==> config.mk <==
export PLATFORM = sky130hd
export DESIGN_NAME = scpu_ifetch
export DESIGN_NICKNAME = d
export VERILOG_FILES = /design/src/rtl/scpu_ifetch_pkg.sv /design/src/rtl/scpu_npc_gen.sv /design/src/rtl/scpu_ifetch.sv
export SDC_FILE = /design/constraint.sdc
export NUM_CORES = 1
export LEC_CHECK = 0
export CAP_MARGIN = 20
export CORE_ASPECT_RATIO = 0.6
export CORE_MARGIN = 5
export CORE_UTILIZATION = 40
export CTS_BUF_LIST = sky130_fd_sc_hd__clkbuf_16
export CTS_CLUSTER_DIAMETER = 60
export DETAILED_ROUTE_END_ITERATION = 7
export DONT_BUFFER_PORTS = 1
export HOLD_SLACK_MARGIN = 0.03
export PLACE_DENSITY = 0.57
export SETUP_SLACK_MARGIN = 0.3
export SYNTH_ARGS = -nofsm -noshare
export SYNTH_HDL_FRONTEND = slang
export SYNTH_SLANG_ARGS = --single-unit
==> constraint.sdc <==
create_clock -name clk -period 7.65 [get_ports clk]
set_input_delay 1.9125 -clock clk [delete_from_list [all_inputs] [get_ports clk]]
set_output_delay 1.9125 -clock clk [all_outputs]
set_load 0.03 [all_outputs]
==> src/rtl/scpu_ifetch_pkg.sv <==
// Shared encodings for the instruction-fetch / PC stage.
package scpu_ifetch_pkg;

    // Fetch-stage FSM states.
    typedef enum logic [1:0] {
        IF_IDLE  = 2'd0,
        IF_FETCH = 2'd1,
        IF_EXEC  = 2'd2
    } if_state_e;

    // Next-PC select encodings driven by the control unit on Branch[1:0].
    localparam logic [1:0] NPC_SEQ = 2'b00;
    localparam logic [1:0] NPC_BR  = 2'b01;
    localparam logic [1:0] NPC_J   = 2'b10;
    localparam logic [1:0] NPC_JR  = 2'b11;

    // Default PC loaded while reset is asserted.
    localparam logic [31:0] DEFAULT_RESET_PC = 32'h0000_0000;

    // Branch displacement: sign-extended 16-bit word offset turned into bytes.
    function automatic logic [31:0] br_byte_offset(input logic [15:0] imm);
        return {{14{imm[15]}}, imm, 2'b00};
    endfunction

endpackage

==> src/rtl/scpu_npc_gen.sv <==
// Combinational next-PC generator: sequential, branch, jump and register-jump
// targets, plus a flag for a register target that is not word aligned.
module scpu_npc_gen
    import scpu_ifetch_pkg::*;
(
    input  logic [31:0] pc,
    input  logic [25:0] inst,        // instruction bits [25:0]: jump index / branch immediate
    input  logic [1:0]  Branch,
    input  logic [31:0] rs_data,
    output logic [31:0] next_pc,
    output logic [31:0] pc_plus4,
    output logic        jr_misalign
);

    assign pc_plus4    = pc + 32'd4;
    assign jr_misalign = (Branch == NPC_JR) && (rs_data[1:0] != 2'b00);

    // Select the next PC; all additions wrap modulo 2^32.
    always_comb begin
        next_pc = pc_plus4;
        unique case (Branch)
            NPC_SEQ: next_pc = pc_plus4;
            NPC_BR:  next_pc = pc_plus4 + br_byte_offset(inst[15:0]);
            NPC_J:   next_pc = {pc_plus4[31:28], inst[25:0], 2'b00};
            NPC_JR:  next_pc = {rs_data[31:2], 2'b00};
            default: next_pc = pc_plus4;
        endcase
    end

endmodule

==> src/rtl/scpu_ifetch.sv <==
// Instruction fetch and PC stage: fetches over a req/ack port, holds the
// instruction stable while it executes, and steps the PC once per committed
// execute cycle.
module scpu_ifetch
    import scpu_ifetch_pkg::*;
#(
    parameter logic [31:0] RESET_PC = DEFAULT_RESET_PC,
    parameter int          CNT_W    = 32
) (
    input  logic             clk,
    input  logic             rst,          // asynchronous, active low
    input  logic             cpu_en,
    input  logic [1:0]       Branch,
    input  logic [31:0]      rs_data,
    output logic             imem_req,
    output logic [31:0]      imem_addr,
    input  logic             imem_ack,
    input  logic [31:0]      imem_rdata,
    output logic [31:0]      inst,
    output logic [5:0]       OPcode,
    output logic [5:0]       Fun,
    output logic [31:0]      pc,
    output logic [31:0]      pc_plus4,
    output logic             inst_valid,
    output logic             commit,
    output logic             pc_misalign,
    output logic [CNT_W-1:0] retire_cnt
);

    if_state_e        r_state;
    if_state_e        w_state_next;
    logic [31:0]      r_pc;
    logic [31:0]      r_inst;
    logic             r_inst_valid;
    logic             r_pc_misalign;
    logic [CNT_W-1:0] r_retire_cnt;

    logic [31:0]      w_next_pc;
    logic [31:0]      w_pc_plus4;
    logic             w_jr_misalign;
    logic             w_exec_step;
    logic             w_capture;

    scpu_npc_gen u_npc_gen (
        .pc          (r_pc),
        .inst        (r_inst[25:0]),
        .Branch      (Branch),
        .rs_data     (rs_data),
        .next_pc     (w_next_pc),
        .pc_plus4    (w_pc_plus4),
        .jr_misalign (w_jr_misalign)
    );

    // An ack only counts in FETCH; cpu_en only counts in EXEC.
    assign w_capture   = (r_state == IF_FETCH) && imem_ack;
    assign w_exec_step = (r_state == IF_EXEC) && cpu_en;

    // State register; reset clears it asynchronously so imem_req drops at once.
    always_ff @(posedge clk or negedge rst) begin
        if (!rst) begin
            r_state <= IF_IDLE;
        end else begin
            r_state <= w_state_next;
        end
    end

    // Next-state logic: IDLE -> FETCH -> (ack) EXEC -> (cpu_en) FETCH.
    always_comb begin
        w_state_next = r_state;
        unique case (r_state)
            IF_IDLE:  w_state_next = IF_FETCH;
            IF_FETCH: if (imem_ack) w_state_next = IF_EXEC;
            IF_EXEC:  if (cpu_en)   w_state_next = IF_FETCH;
            default:  w_state_next = IF_IDLE;
        endcase
    end

    // Instruction capture, PC step, sticky misalign flag and retire counter.
    always_ff @(posedge clk or negedge rst) begin
        if (!rst) begin
            r_pc          <= {RESET_PC[31:2], 2'b00};
            r_inst        <= 32'h0;
            r_inst_valid  <= 1'b0;
            r_pc_misalign <= 1'b0;
            r_retire_cnt  <= '0;
        end else begin
            if (w_capture) begin
                r_inst       <= imem_rdata;
                r_inst_valid <= 1'b1;
            end
            if (w_exec_step) begin
                r_pc         <= w_next_pc;
                r_inst_valid <= 1'b0;
                r_retire_cnt <= r_retire_cnt + CNT_W'(1);
                if (w_jr_misalign) begin
                    r_pc_misalign <= 1'b1;
                end
            end
        end
    end

    assign imem_req    = (r_state == IF_FETCH);
    assign imem_addr   = r_pc;
    assign inst        = r_inst;
    assign OPcode      = r_inst[31:26];
    assign Fun         = r_inst[5:0];
    assign pc          = r_pc;
    assign pc_plus4    = w_pc_plus4;
    assign inst_valid  = r_inst_valid;
    assign commit      = r_inst_valid & cpu_en;
    assign pc_misalign = r_pc_misalign;
    assign retire_cnt  = r_retire_cnt;

endmodule

==> flow_summary.ini <==
[grt]
gr-usage-met1 = 0.333
overflow = 0
grt_use_met2 = 0.306
antenna_found_initial = 1
grt_max_degree = 99
grt_util_met3 = 0.0743
grt.total_usage = 0.221
grt_pass1_wl_um = 36100
busiest_layer = met1
grt_pass1_vias = 5760

[final_layout]
diodes = 0
regArea_um2 = 2450
final_common_cell = dfrtp_1
layout_common_cells = 98 x dfrtp_1, 92 x nand2_1, 59 x a21oi_1
fillCellCount = 1750
drive_gt1_frac = 0.120
multiInputGateArea_um2 = 4390
final_util = 0.419
final_nets = 851
syn2layout_area_growth_pct = 2.83

[floorplan]
num_rows = 38
io_pins = 246
die_h_um = 115
initial_core_util = 0.408
die_x_um = 185
core_um2 = 18100
die_area_um2 = 21400

[power]
leakagePower_nw = 3.26
power.total_w = 0.00438
ir_worst_vdd_uv = 273
power.density_nw_per_um2 = 577

[timing]
tightest_slew_ns = 1.16
fin_crit_sh = 0.729
whs_ns = 0.533
rsz0062_at_grt = false
fin_skew_ns = 0.00827
fin_crit_ns = 5.58
maxSlewHeadroom = 0.222
final-hold-violation-count = 0
finalSetupViolations = 0
slew_viol_final = 0
fmax_mhz = 179
setup_tns_ns = 0

[clock_network]
cts_buffers = 9
cts_sinks = 98
cts-hold-fix-buffers = 0
cts_resized = 0
cts_tree = done
clk_latency_ns = 0.36
htreeDepth = 3
cts.reportedPaths.clkPinSlew_ns = 0.08
clockRootBuffer = clkbuf_16
post-cts-setup-buffers = 0
cts_max_path_buffers = 2

[logic_synthesis]
ys_ff_latch = 98
yosysUniqueCellTypes = 72
syn_area_per_cell_um2 = 9.23
ys_seq_area_frac = 0.332
async_reset_ff_frac = 1.00
synthCells = 800
synth-main-ff-cell = dfrtp_1
netlist_area_um2 = 7380
synth-edff-count = 0
ys_warn_count = 0

[worst_setup_path]
path_class = flip-flop to flip-flop
cpMostUsedCell = nand2_1
slowest_delay_ns = 0.82
crit_chain = ha_1, nand2_1, nor3_1, nand3_1, xnor2_1, ha_1, a211oi_1, o211ai_1, a221oi_1, a21boi_0, xnor2_1, mux4_2, nand2_1, nand2_1
crit_required_ns = 7.91
arrival_ns = 5.83
crit_fanout = 6
startpoint_type = flip-flop
slowest_stage = xnor2_1
path_buf_inv = 0
cp_top_family = compound AO/OA/AOI/OAI gates
crit_path_end_kind = flip-flop

[routing]
antenna_left = 0
vias = 5991
via_per_inst = 6.06
drtIter0Drc = 587
wl_per_cell_um = 24.2
drtPass1Iterations = 7
post-route-drc-count = 0
finalWirelength_um = 23900

[flow_run]
drv_cap = 0

[status]
status = completed

[min_path]
min_path_type = flip-flop to flip-flop

[place]
gp_congestion = 0.874
port_buffers = 0
dp_hpwl_um = 18200
through the flow:
step                      instances  cell area (µm²)  worst slack [ns]
after floorplan                 805             7400              3.34
after global placement          972             7280              2.40
after detailed placement        972             7280              2.21
after CTS                       988             7590              2.19
after global routing            988             7590              1.80
final                           988             7590              2.07
metal layers:
metal / vias to the layer above / routed length [µm]
li1: 2699 / -
met1: 2926 / 11100
met2: 333 / 9900
met3: 31 / 2580
met4: 2 / 293
met5: - / 7
report_power, final:
group          internal, W  switching (W)  leakage (nW)
clock network     0.000264       0.000237         0.156
logic             0.000872        0.00141          1.88
registers         0.000678       0.000921          1.22
total              0.00181        0.00257          3.26
registers in the layout (all words and copies together), names as in the netlist:
name	flops
imem_addr	30
retire_cnt	32
pc_misalign	1
r_state	2
inst	32
inst_valid	1
logic make-up (layout without fill, tap and decap cells):
group	Yosys count	after routing	synth area share
AND/OR/NAND/NOR	262	262	0.180
AO/OA/AOI/OAI	156	156	0.135
buffers and inverters	101	44	0.0759
flip-flops	98	98	0.332
XOR/XNOR	79	79	0.0973
multiplexers	65	65	0.114
adder cells (fa/ha/maj)	38	38	0.0654
other	1	6	0.000508
final timing paths:
kind,cells after the start,slack (ns),end,from
max,14,2.07,imem_addr[21]$_DFFE_PN0P_,imem_addr[3]$_DFFE_PN0P_
min,1,0.53,r_state[0]$_DFFE_PN0P_,r_state[1]$_DFFE_PN0P_
max reg2reg,14,2.07,imem_addr[21]$_DFFE_PN0P_,imem_addr[3]$_DFFE_PN0P_
min reg2reg,1,0.53,r_state[0]$_DFFE_PN0P_,r_state[1]$_DFFE_PN0P_
max in group asynchronous,0,6.26,inst[5]$_DFFE_PN0P_,rst
min in group asynchronous,0,1.24,retire_cnt[27]$_DFFE_PN0P_,rst
worst register-to-register path: stages, from the launching register on:
cell and delay [ns]:
dfrtp_1 0.80, ha_1 0.36, nand2_1 0.15, nor3_1 0.56, nand3_1 0.22, xnor2_1 0.83, ha_1 0.42, a211oi_1 0.27
o211ai_1 0.15, a221oi_1 0.36, a21boi_0 0.46, xnor2_1 0.28, mux4_2 0.50, nand2_1 0.08, nand2_1 0.04
synth_stat cells (all sizes together) (4+ instances only):
library cell / n / share of area
o22ai: 7 / 0.0059
mux2: 34 / 0.052
mux4: 12 / 0.037
nand4: 23 / 0.022
clkbuf: 26 / 0.013
nand3: 32 / 0.023
nand2b: 5 / 0.0042
dfrtp: 98 / 0.33
nand2: 93 / 0.048
nor4: 6 / 0.0080
a31oi: 5 / 0.0042
a21oi: 60 / 0.041
o21bai: 6 / 0.0061
a21o: 10 / 0.010
xnor2: 54 / 0.064
a211oi: 12 / 0.013
and4: 4 / 0.0047
nor2b: 4 / 0.0034
nor3: 18 / 0.012
and3: 8 / 0.0076
inv: 20 / 0.010
and2: 8 / 0.0068
o211ai: 4 / 0.0041
nor2: 50 / 0.026
ha: 37 / 0.063
o21ai: 27 / 0.019
buf: 55 / 0.053
xor2: 25 / 0.033
mux2i: 19 / 0.026
layout make-up:
cell class | count | area share
clock inverter | 7 | 0.0119
inverter | 20 | 0.00989
clock buffer | 9 | 0.0297
timing repair buffer | 8 | 0.00791
sequential | 98 | 0.323
multi-input combinational | 606 | 0.578
tap | 240 | 0.0395
Power figures use the tool's default switching activity.
